--- src/rtl/syn_gpu_pkg.sv ---
// Shared GPU types: pixel format, frame geometry and the frame-buffer bridge FSM encoding.
package syn_gpu_pkg;

    localparam int C_FRAME_W = 640;
    localparam int C_FRAME_H = 480;
    localparam int P_POS_W   = 12;
    localparam int P_MISC_W  = 8;

    typedef struct packed {
        logic [7:0] y;
        logic [7:0] cb;
        logic [7:0] cr;
    } pxl_ycbcr_t;

    localparam int P_PXL_W = $bits(pxl_ycbcr_t);

    typedef enum logic [0:0] {
        IDLE = 1'b0,
        RD2  = 1'b1
    } fb_brdg_fsm_t;

endpackage

--- src/rtl/syn_pxl_xfr_intf.sv ---
// Pixel transfer interface between grapheme pipeline stages.
// valid/ready: a transfer happens on a clock edge where ready=1 and either valid is 1; the
// master holds all payload stable while a valid is up and ready is 0.
interface syn_pxl_xfr_intf;
    import syn_gpu_pkg::*;

    logic                pxl_wr_valid;
    logic                pxl_rd_valid;
    logic                ready;
    pxl_ycbcr_t          pxl;
    logic [P_POS_W-1:0]  posx;
    logic [P_POS_W-1:0]  posy;
    logic [P_MISC_W-1:0] misc_info_dist;
    logic [P_MISC_W-1:0] misc_info_norm;

    modport master (
        output pxl_wr_valid, pxl_rd_valid, pxl, posx, posy, misc_info_dist, misc_info_norm,
        input  ready
    );

    modport slave (
        input  pxl_wr_valid, pxl_rd_valid, pxl, posx, posy, misc_info_dist, misc_info_norm,
        output ready
    );

endinterface

--- src/rtl/syn_pxl_rd_buf.sv ---
// In-order read response buffer: entries are allocated at request time and filled by memory
// read data in allocation order; out-of-range reads are allocated already filled.
module syn_pxl_rd_buf
    import syn_gpu_pkg::*;
#(
    parameter  int P_DEPTH = 4,
    localparam int P_PTR_W = $clog2(P_DEPTH),
    localparam int P_CNT_W = $clog2(P_DEPTH + 1)
) (
    input  logic               clk_ir,
    input  logic               rst_il,
    input  logic               alloc_i,
    input  logic               alloc_filled_i,
    input  logic [P_POS_W-1:0] alloc_posx_i,
    input  logic [P_POS_W-1:0] alloc_posy_i,
    input  logic               fill_i,
    input  logic [P_PXL_W-1:0] fill_pxl_i,
    input  logic               pop_i,
    output logic               head_valid_o,
    output logic [P_PXL_W-1:0] head_pxl_o,
    output logic [P_POS_W-1:0] head_posx_o,
    output logic [P_POS_W-1:0] head_posy_o,
    output logic [P_CNT_W-1:0] free_cnt_o
);

    logic [P_PTR_W-1:0] head_q, head_d, tail_q, tail_d, fill_ptr, idx;
    logic [P_CNT_W-1:0] count_q, count_d;
    logic               filled_q [P_DEPTH];
    logic [P_PXL_W-1:0] pxl_q    [P_DEPTH];
    logic [P_POS_W-1:0] posx_q   [P_DEPTH];
    logic [P_POS_W-1:0] posy_q   [P_DEPTH];
    logic               fill_hit, pop;

    // Oldest occupied entry still waiting for memory data; oob entries are skipped.
    always_comb begin
        fill_hit = 1'b0;
        fill_ptr = head_q;
        idx      = '0;
        for (int i = P_DEPTH - 1; i >= 0; i--) begin
            idx = head_q + P_PTR_W'(i);
            if ((P_CNT_W'(i) < count_q) && !filled_q[idx]) begin
                fill_hit = 1'b1;
                fill_ptr = idx;
            end
        end
    end

    assign head_valid_o = (count_q != '0) && filled_q[head_q];
    assign head_pxl_o   = pxl_q[head_q];
    assign head_posx_o  = posx_q[head_q];
    assign head_posy_o  = posy_q[head_q];
    assign free_cnt_o   = P_CNT_W'(P_DEPTH) - count_q;

    assign pop     = pop_i && head_valid_o;
    assign head_d  = pop ? head_q + 1'b1 : head_q;
    assign tail_d  = alloc_i ? tail_q + 1'b1 : tail_q;
    assign count_d = count_q + P_CNT_W'(alloc_i) - P_CNT_W'(pop);

    always_ff @(posedge clk_ir or negedge rst_il) begin
        if (!rst_il) begin
            head_q  <= '0;
            tail_q  <= '0;
            count_q <= '0;
            for (int i = 0; i < P_DEPTH; i++) begin
                filled_q[i] <= 1'b0;
                pxl_q[i]    <= '0;
                posx_q[i]   <= '0;
                posy_q[i]   <= '0;
            end
        end else begin
            head_q  <= head_d;
            tail_q  <= tail_d;
            count_q <= count_d;
            if (alloc_i) begin
                filled_q[tail_q] <= alloc_filled_i;
                pxl_q[tail_q]    <= '0;
                posx_q[tail_q]   <= alloc_posx_i;
                posy_q[tail_q]   <= alloc_posy_i;
            end
            if (fill_i && fill_hit) begin
                filled_q[fill_ptr] <= 1'b1;
                pxl_q[fill_ptr]    <= fill_pxl_i;
            end
        end
    end

    a_fill_has_entry: assert property (@(posedge clk_ir) disable iff (!rst_il) fill_i |-> fill_hit);

endmodule

--- src/rtl/syn_pxl_fb_bridge.sv ---
// Frame-buffer bridge: maps (posx, posy) pixel requests onto a linear memory bus and returns
// read data in request order.
module syn_pxl_fb_bridge
    import syn_gpu_pkg::*;
#(
    parameter int P_FB_W     = C_FRAME_W,
    parameter int P_FB_H     = C_FRAME_H,
    parameter int P_ADDR_W   = 19,
    parameter int P_RD_DEPTH = 4
) (
    input  logic                clk_ir,
    input  logic                rst_il,
    syn_pxl_xfr_intf.slave      req,
    syn_pxl_xfr_intf.master     rsp,
    output logic [P_ADDR_W-1:0] fb_addr,
    output logic [P_PXL_W-1:0]  fb_wdata,
    output logic                fb_wr_en,
    output logic                fb_rd_en,
    input  logic                fb_wait,
    input  logic                fb_rd_valid,
    input  logic [P_PXL_W-1:0]  fb_rd_data,
    output logic                err_oob,
    output fb_brdg_fsm_t        dbg_state
);

    localparam int P_CNT_W = $clog2(P_RD_DEPTH + 1);

    fb_brdg_fsm_t        state_q, state_d;
    logic [P_ADDR_W-1:0] addr_q, addr_d, req_addr;
    logic [P_PXL_W-1:0]  wdata_q, wdata_d;
    logic                wr_en_q, wr_en_d, rd_en_q, rd_en_d, err_q, err_d;
    logic                rdy_en_q, ready, accept, oob, cmd_stalled;
    logic                alloc, alloc_filled;
    logic [P_CNT_W-1:0]  free_cnt;

    assign req_addr    = P_ADDR_W'(req.posy) * P_ADDR_W'(P_FB_W) + P_ADDR_W'(req.posx);
    assign oob         = (32'(req.posx) >= P_FB_W) || (32'(req.posy) >= P_FB_H);
    assign cmd_stalled = (wr_en_q || rd_en_q) && fb_wait;
    assign ready       = rdy_en_q && (state_q == IDLE) && !cmd_stalled && (free_cnt != '0);
    assign accept      = ready && (req.pxl_wr_valid || req.pxl_rd_valid);

    always_comb begin
        state_d      = state_q;
        addr_d       = addr_q;
        wdata_d      = wdata_q;
        wr_en_d      = wr_en_q;
        rd_en_d      = rd_en_q;
        err_d        = 1'b0;
        alloc        = 1'b0;
        alloc_filled = 1'b0;
        if (!cmd_stalled) begin
            wr_en_d = 1'b0;
            rd_en_d = 1'b0;
            case (state_q)
                IDLE: begin
                    if (accept) begin
                        alloc        = req.pxl_rd_valid;
                        alloc_filled = oob;
                        if (oob) begin
                            err_d = 1'b1;
                        end else if (req.pxl_wr_valid) begin
                            addr_d  = req_addr;
                            wdata_d = req.pxl;
                            wr_en_d = 1'b1;
                            // The read half reuses addr_q once the write has left.
                            if (req.pxl_rd_valid) state_d = RD2;
                        end else begin
                            addr_d  = req_addr;
                            rd_en_d = 1'b1;
                        end
                    end
                end
                RD2: begin
                    rd_en_d = 1'b1;
                    state_d = IDLE;
                end
                default: state_d = IDLE;
            endcase
        end
    end

    always_ff @(posedge clk_ir or negedge rst_il) begin
        if (!rst_il) begin
            state_q  <= IDLE;
            addr_q   <= '0;
            wdata_q  <= '0;
            wr_en_q  <= 1'b0;
            rd_en_q  <= 1'b0;
            err_q    <= 1'b0;
            rdy_en_q <= 1'b0;
        end else begin
            state_q  <= state_d;
            addr_q   <= addr_d;
            wdata_q  <= wdata_d;
            wr_en_q  <= wr_en_d;
            rd_en_q  <= rd_en_d;
            err_q    <= err_d;
            rdy_en_q <= 1'b1;
        end
    end

    syn_pxl_rd_buf #(.P_DEPTH(P_RD_DEPTH)) u_rd_buf (
        .clk_ir         (clk_ir),
        .rst_il         (rst_il),
        .alloc_i        (alloc),
        .alloc_filled_i (alloc_filled),
        .alloc_posx_i   (req.posx),
        .alloc_posy_i   (req.posy),
        .fill_i         (fb_rd_valid),
        .fill_pxl_i     (fb_rd_data),
        .pop_i          (rsp.ready),
        .head_valid_o   (rsp.pxl_rd_valid),
        .head_pxl_o     (rsp.pxl),
        .head_posx_o    (rsp.posx),
        .head_posy_o    (rsp.posy),
        .free_cnt_o     (free_cnt)
    );

    assign req.ready          = ready;
    assign rsp.pxl_wr_valid   = 1'b0;
    assign rsp.misc_info_dist = '0;
    assign rsp.misc_info_norm = '0;
    assign fb_addr            = addr_q;
    assign fb_wdata           = wdata_q;
    assign fb_wr_en           = wr_en_q;
    assign fb_rd_en           = rd_en_q;
    assign err_oob            = err_q;
    assign dbg_state          = state_q;

endmodule

--- src/flat_wrapper.sv ---
// flat-port wrapper written by rule: the top's interface ports become plain ports
module syn_pxl_fb_bridge_flat import syn_gpu_pkg::*;
#(
    parameter int P_FB_W     = C_FRAME_W,
    parameter int P_FB_H     = C_FRAME_H,
    parameter int P_ADDR_W   = 19,
    parameter int P_RD_DEPTH = 4
)
  (clk_ir, rst_il, fb_addr, fb_wdata, fb_wr_en, fb_rd_en, fb_wait, fb_rd_valid, fb_rd_data, err_oob, dbg_state, req_pxl_wr_valid, req_pxl_rd_valid, req_pxl, req_posx, req_posy, req_misc_info_dist, req_misc_info_norm, req_ready, rsp_pxl_wr_valid, rsp_pxl_rd_valid, rsp_pxl, rsp_posx, rsp_posy, rsp_misc_info_dist, rsp_misc_info_norm, rsp_ready);
  syn_pxl_xfr_intf req_i ();
  syn_pxl_xfr_intf rsp_i ();
  input  logic clk_ir;
  input  logic rst_il;
  output logic [P_ADDR_W-1:0] fb_addr;
  output logic [P_PXL_W-1:0] fb_wdata;
  output logic fb_wr_en;
  output logic fb_rd_en;
  input  logic fb_wait;
  input  logic fb_rd_valid;
  input  logic [P_PXL_W-1:0] fb_rd_data;
  output logic err_oob;
  output fb_brdg_fsm_t dbg_state;
  input wire logic [$bits(req_i.pxl_wr_valid)-1:0] req_pxl_wr_valid;
  input wire logic [$bits(req_i.pxl_rd_valid)-1:0] req_pxl_rd_valid;
  input wire logic [$bits(req_i.pxl)-1:0] req_pxl;
  input wire logic [$bits(req_i.posx)-1:0] req_posx;
  input wire logic [$bits(req_i.posy)-1:0] req_posy;
  input wire logic [$bits(req_i.misc_info_dist)-1:0] req_misc_info_dist;
  input wire logic [$bits(req_i.misc_info_norm)-1:0] req_misc_info_norm;
  output wire logic [$bits(req_i.ready)-1:0] req_ready;
  output wire logic [$bits(rsp_i.pxl_wr_valid)-1:0] rsp_pxl_wr_valid;
  output wire logic [$bits(rsp_i.pxl_rd_valid)-1:0] rsp_pxl_rd_valid;
  output wire logic [$bits(rsp_i.pxl)-1:0] rsp_pxl;
  output wire logic [$bits(rsp_i.posx)-1:0] rsp_posx;
  output wire logic [$bits(rsp_i.posy)-1:0] rsp_posy;
  output wire logic [$bits(rsp_i.misc_info_dist)-1:0] rsp_misc_info_dist;
  output wire logic [$bits(rsp_i.misc_info_norm)-1:0] rsp_misc_info_norm;
  input wire logic [$bits(rsp_i.ready)-1:0] rsp_ready;
  assign req_i.pxl_wr_valid = req_pxl_wr_valid;
  assign req_i.pxl_rd_valid = req_pxl_rd_valid;
  assign req_i.pxl = req_pxl;
  assign req_i.posx = req_posx;
  assign req_i.posy = req_posy;
  assign req_i.misc_info_dist = req_misc_info_dist;
  assign req_i.misc_info_norm = req_misc_info_norm;
  assign req_ready = req_i.ready;
  assign rsp_pxl_wr_valid = rsp_i.pxl_wr_valid;
  assign rsp_pxl_rd_valid = rsp_i.pxl_rd_valid;
  assign rsp_pxl = rsp_i.pxl;
  assign rsp_posx = rsp_i.posx;
  assign rsp_posy = rsp_i.posy;
  assign rsp_misc_info_dist = rsp_i.misc_info_dist;
  assign rsp_misc_info_norm = rsp_i.misc_info_norm;
  assign rsp_i.ready = rsp_ready;
  syn_pxl_fb_bridge #(.P_FB_W(P_FB_W), .P_FB_H(P_FB_H), .P_ADDR_W(P_ADDR_W), .P_RD_DEPTH(P_RD_DEPTH)) u_core (.clk_ir(clk_ir), .rst_il(rst_il), .req(req_i), .rsp(rsp_i), .fb_addr(fb_addr), .fb_wdata(fb_wdata), .fb_wr_en(fb_wr_en), .fb_rd_en(fb_rd_en), .fb_wait(fb_wait), .fb_rd_valid(fb_rd_valid), .fb_rd_data(fb_rd_data), .err_oob(err_oob), .dbg_state(dbg_state));
endmodule
--- config.mk ---
export PLATFORM = sky130hd
export DESIGN_NAME = syn_pxl_fb_bridge_flat
export DESIGN_NICKNAME = d
export VERILOG_FILES = /design/src/rtl/syn_gpu_pkg.sv /design/src/rtl/syn_pxl_xfr_intf.sv /design/src/rtl/syn_pxl_rd_buf.sv /design/src/rtl/syn_pxl_fb_bridge.sv /design/src/flat_wrapper.sv
export SDC_FILE = /design/constraint.sdc
export NUM_CORES = 1
export LEC_CHECK = 0
export CAP_MARGIN = 15
export CORE_ASPECT_RATIO = 0.75
export CORE_UTILIZATION = 35
export CTS_BUF_LIST = sky130_fd_sc_hd__clkbuf_16
export CTS_CLUSTER_SIZE = 8
export DETAILED_ROUTE_END_ITERATION = 8
export PLACE_DENSITY = 0.54
export SLEW_MARGIN = 20
export SYNTH_ARGS = -nofsm -noshare
export SYNTH_HDL_FRONTEND = slang
export SYNTH_SLANG_ARGS = --single-unit
--- constraint.sdc ---
create_clock -name clk_ir -period 3.3 [get_ports clk_ir]
set_input_delay 0.33 -clock clk_ir [delete_from_list [all_inputs] [get_ports clk_ir]]
set_output_delay 0.33 -clock clk_ir [all_outputs]
set_load 0.01 [all_outputs]
==> reports/qor.yml <==
status:
  status: "completed"
grt:
  grt_pass1_vias: 8447
  overflow: 0
  grt_pass1_wl_um: 49200
  antenna_found_initial: 0
  grt_max_degree: 69
  grt_use_total: 0.181
synth:
  synth.cell_area_mm2: 0.0119
  synthCells: 1024
  seq_area_frac_synth: 0.527
  ys_seq_elements: 251
  synth_cell_types: 46
  ys_warn_count: 0
  syn_area_per_cell_um2: 11.6
  synth-edff-count: 0
  async_flop_share: 1.00
  ys.flop_type: "dfrtp_1"
cts:
  clkLatencyLatePin_ps: 510
  clk_pin_slew_worst_paths_ps: 50
  cts_tree: "done"
  cts.sinks: 251
  cts_buffers: 37
  root_buffer: "clkbuf_16"
  clk_path_buf_depth: 3
  h-tree-depth: 2
layout:
  areaGrowthSynthToFinish_pct: 29.7
  n_fill_cell: 3096
  multi_input_area_mm2: 0.00530
  layout-drive-gt1-share: 0.220
  nets: 1359
  seqCellArea_mm2: 0.00629
  antenna_cells: 0
  fin_cells: 1684
floorplanning:
  row_count: 58
  chipHeight_um: 162
  core-area_mm2: 0.0335
  pin_count: 209
  dieArea_mm2: 0.0348
  dieWidth_um: 215
  start_util: 0.356
worst_setup_path:
  crit_start: "u_core.u_rd_buf.head_q[0]"
  crit_fanout: 30
  end_kind: "output pin"
  critPathKind: "reg2out"
  crit_chain: "buf_4, mux4_2, clkdlybuf4s50_1"
  rr_startpoint: "u_core.u_rd_buf.head_q[0]"
  cp_slowest_stage_delay_ps: 640
  slowest_stage: "mux4_2"
  reg2reg_slack_ps: 490
  cp.arrival_ps: 2670
  r2r_cells: 7
  startpoint_type: "flop"
  crit-reg2reg-capture: "u_core.u_rd_buf.filled_q[3]"
  worst_ep_required_time_ps: 2970
  cp-endpoint: "rsp_posy[10]"
hold_path:
  hold_path.class: "in2async"
pwr:
  power_density_mw_per_mm2: 958
  leakagePower_nw: 6.74
  peakVddDrop_mv: 0.435
sta:
  finalHoldViolCount: 0
  whs_ps: 349
  fin_skew_ps: 24.3
  maxSlewViolCount: 0
  relSlewSlack: 0.584
  fmax_mhz: 334
  fin_crit_sh: 0.908
  min_period_ps: 3000
  rsz0062_at_grt: "false"
  worstMarginPinSlew_ps: 617
  finalSetupViolCount: 0
route:
  drt_iter0_drc: 422
  drc_errors: 0
  vias: 8299
  drtAntennaViolNets: 0
  drt-pass1-iter-count: 6
  via_per_inst: 4.93
  routed_wl_um: 30700
  routedWlPerCell_um: 18.2
place:
  dp_hpwl_um: 20100
  io_buffers: 175
  place_inst: 1639
  gp_congestion: 0.790
job:
  max_cap_violations: 0
-- state kept, by name, indices dropped and copies added, names as in the netlist, 2 cells and up --
name / cells
u_core.fb_wdata: 24
u_core.u_rd_buf.count_q: 3
u_core.u_rd_buf.posx_q: 48
u_core.u_rd_buf.filled_q: 4
u_core.fb_addr: 19
u_core.u_rd_buf.posy_q: 48
u_core.u_rd_buf.pxl_q: 96
u_core.u_rd_buf.tail_q: 2
u_core.u_rd_buf.head_q: 2
-- how the worst min path moves through the flow --
stage                start                  to  slack, ps  cells after the start
detailed placement  rst_il  u_core.fb_wdata[6]        320                      1
global placement    rst_il  u_core.fb_wdata[6]        320                      1
finish              rst_il  u_core.fb_wdata[6]        350                      2
global route        rst_il  u_core.fb_wdata[8]        370                      2
floorplan           rst_il    u_core.dbg_state         30                      0
CTS                 rst_il  u_core.fb_wdata[6]        360                      2
-- critical path, delay by kind of cell (launching register included) --
kind | cells | cell delay (ps)
buffers and inverters | 2 | 1040
flip-flops | 1 | 460
multiplexers | 1 | 640
-- report_power, final --
part | total (W) | switching (W) | internal (W)
sequential | 0.00497 | 0.000631 | 0.00434
clock | 0.00332 | 0.00130 | 0.00202
combinational | 0.00652 | 0.00307 | 0.00345
total | 0.0148 | 0.00501 | 0.00981
-- area by class of cell --
cell class                      instances  share of cell area
Sequential cell                       251               0.407
Clock buffer                           38              0.0615
Tap cell                              450              0.0364
Inverter                               13             0.00316
Timing Repair Buffer                  227               0.147
Clock inverter                          6             0.00227
Multi-Input combinational cell        699               0.343
-- through the flow --
stage	TNS (ps)	util	setup slack [ps]	cell area [um^2]	total power [W]
floorplan	0	-	485	12000	0.00881
global placement	-56.4	0.431	-45.9	14500	0.0115
detailed placement	-122	0.431	-90.5	14500	0.0116
CTS	0	0.461	189	15500	0.0151
global route	0	0.461	125	15500	0.0159
finish	0	0.461	304	15500	0.0148
-- timing repair --
item	in CTS	in global routing
endpoints found under the hold margin	59	0
hold buffers	1	0
resized for setup	0	0
setup buffers	0	0
-- layer usage --
layer  vias up  share of wire  GRT usage
met5         -              0          0
met4         0          0.014     0.0455
met3        38          0.053     0.0436
met2       197           0.44      0.265
met1      4130           0.49      0.269
li1       3934              -          -
-- Yosys cell counts, types with 2 or more instances --
master | count | area, um^2
a211o_1 | 4 | 35.0
a211oi_1 | 4 | 30.0
a21o_1 | 4 | 30.0
a21oi_1 | 7 | 35.0
and2_1 | 2 | 12.5
and3_1 | 2 | 12.5
buf_1 | 14 | 52.6
buf_2 | 12 | 60.1
buf_4 | 20 | 150
clkbuf_1 | 28 | 105
clkbuf_2 | 2 | 10.0
conb_1 | 2 | 7.51
dfrtp_1 | 251 | 6280
fa_1 | 3 | 60.1
ha_1 | 32 | 400
inv_1 | 13 | 48.8
mux2_2 | 114 | 1280
mux4_2 | 52 | 1170
nand2_1 | 249 | 935
nand2b_1 | 2 | 12.5
nand4_1 | 2 | 12.5
nor2_1 | 19 | 71.3
nor2_2 | 2 | 12.5
nor2b_1 | 3 | 18.8
nor3_1 | 6 | 30.0
nor4_1 | 2 | 12.5
o21a_1 | 5 | 37.5
o21ai_0 | 104 | 521
o21ai_1 | 22 | 110
o21bai_1 | 2 | 15.0
o31a_1 | 2 | 17.5
o32a_1 | 2 | 20.0
or3_1 | 3 | 18.8
xnor2_1 | 13 | 114
xor2_1 | 9 | 78.8
-- cells by family (layout without fill, tap and decap cells) --
logic type	Yosys count	after routing	share of synthesized area
buf+inv	90	284	0.0367
other cells	2	18	0.000630
compound gates	161	161	0.0755
simple gates	297	297	0.0994
fa+ha+maj	35	35	0.0386
flops	251	251	0.527
mux	166	166	0.206
xor+xnor	22	22	0.0162
-- cells in the final DEF, fill, tap and decap left out, types with 3 or more instances in the layout --
master           Yosys  routed
dfrtp_1            251     249
nand2_1            249     245
clkdlybuf4s50_1      0     174
mux2_2             114     114
o21ai_0            104     104
mux4_2              52      52
buf_4               20      41
clkbuf_16            0      38
ha_1                32      32
o21ai_1             22      22
conb_1               2      18
nor2_1              19      17
inv_1               13      16
xnor2_1             13      13
buf_12               0      10
xor2_1               9       9
a21oi_1              7       7
nor3_1               6       6
o21a_1               5       5
nand2_2              0       4
nor2_4               0       4
a211o_1              4       4
a211oi_1             4       4
a21o_1               4       4
nor2b_1              3       3
or3_1                3       3
fa_1                 3       3
Power figures use the tool's default switching activity.
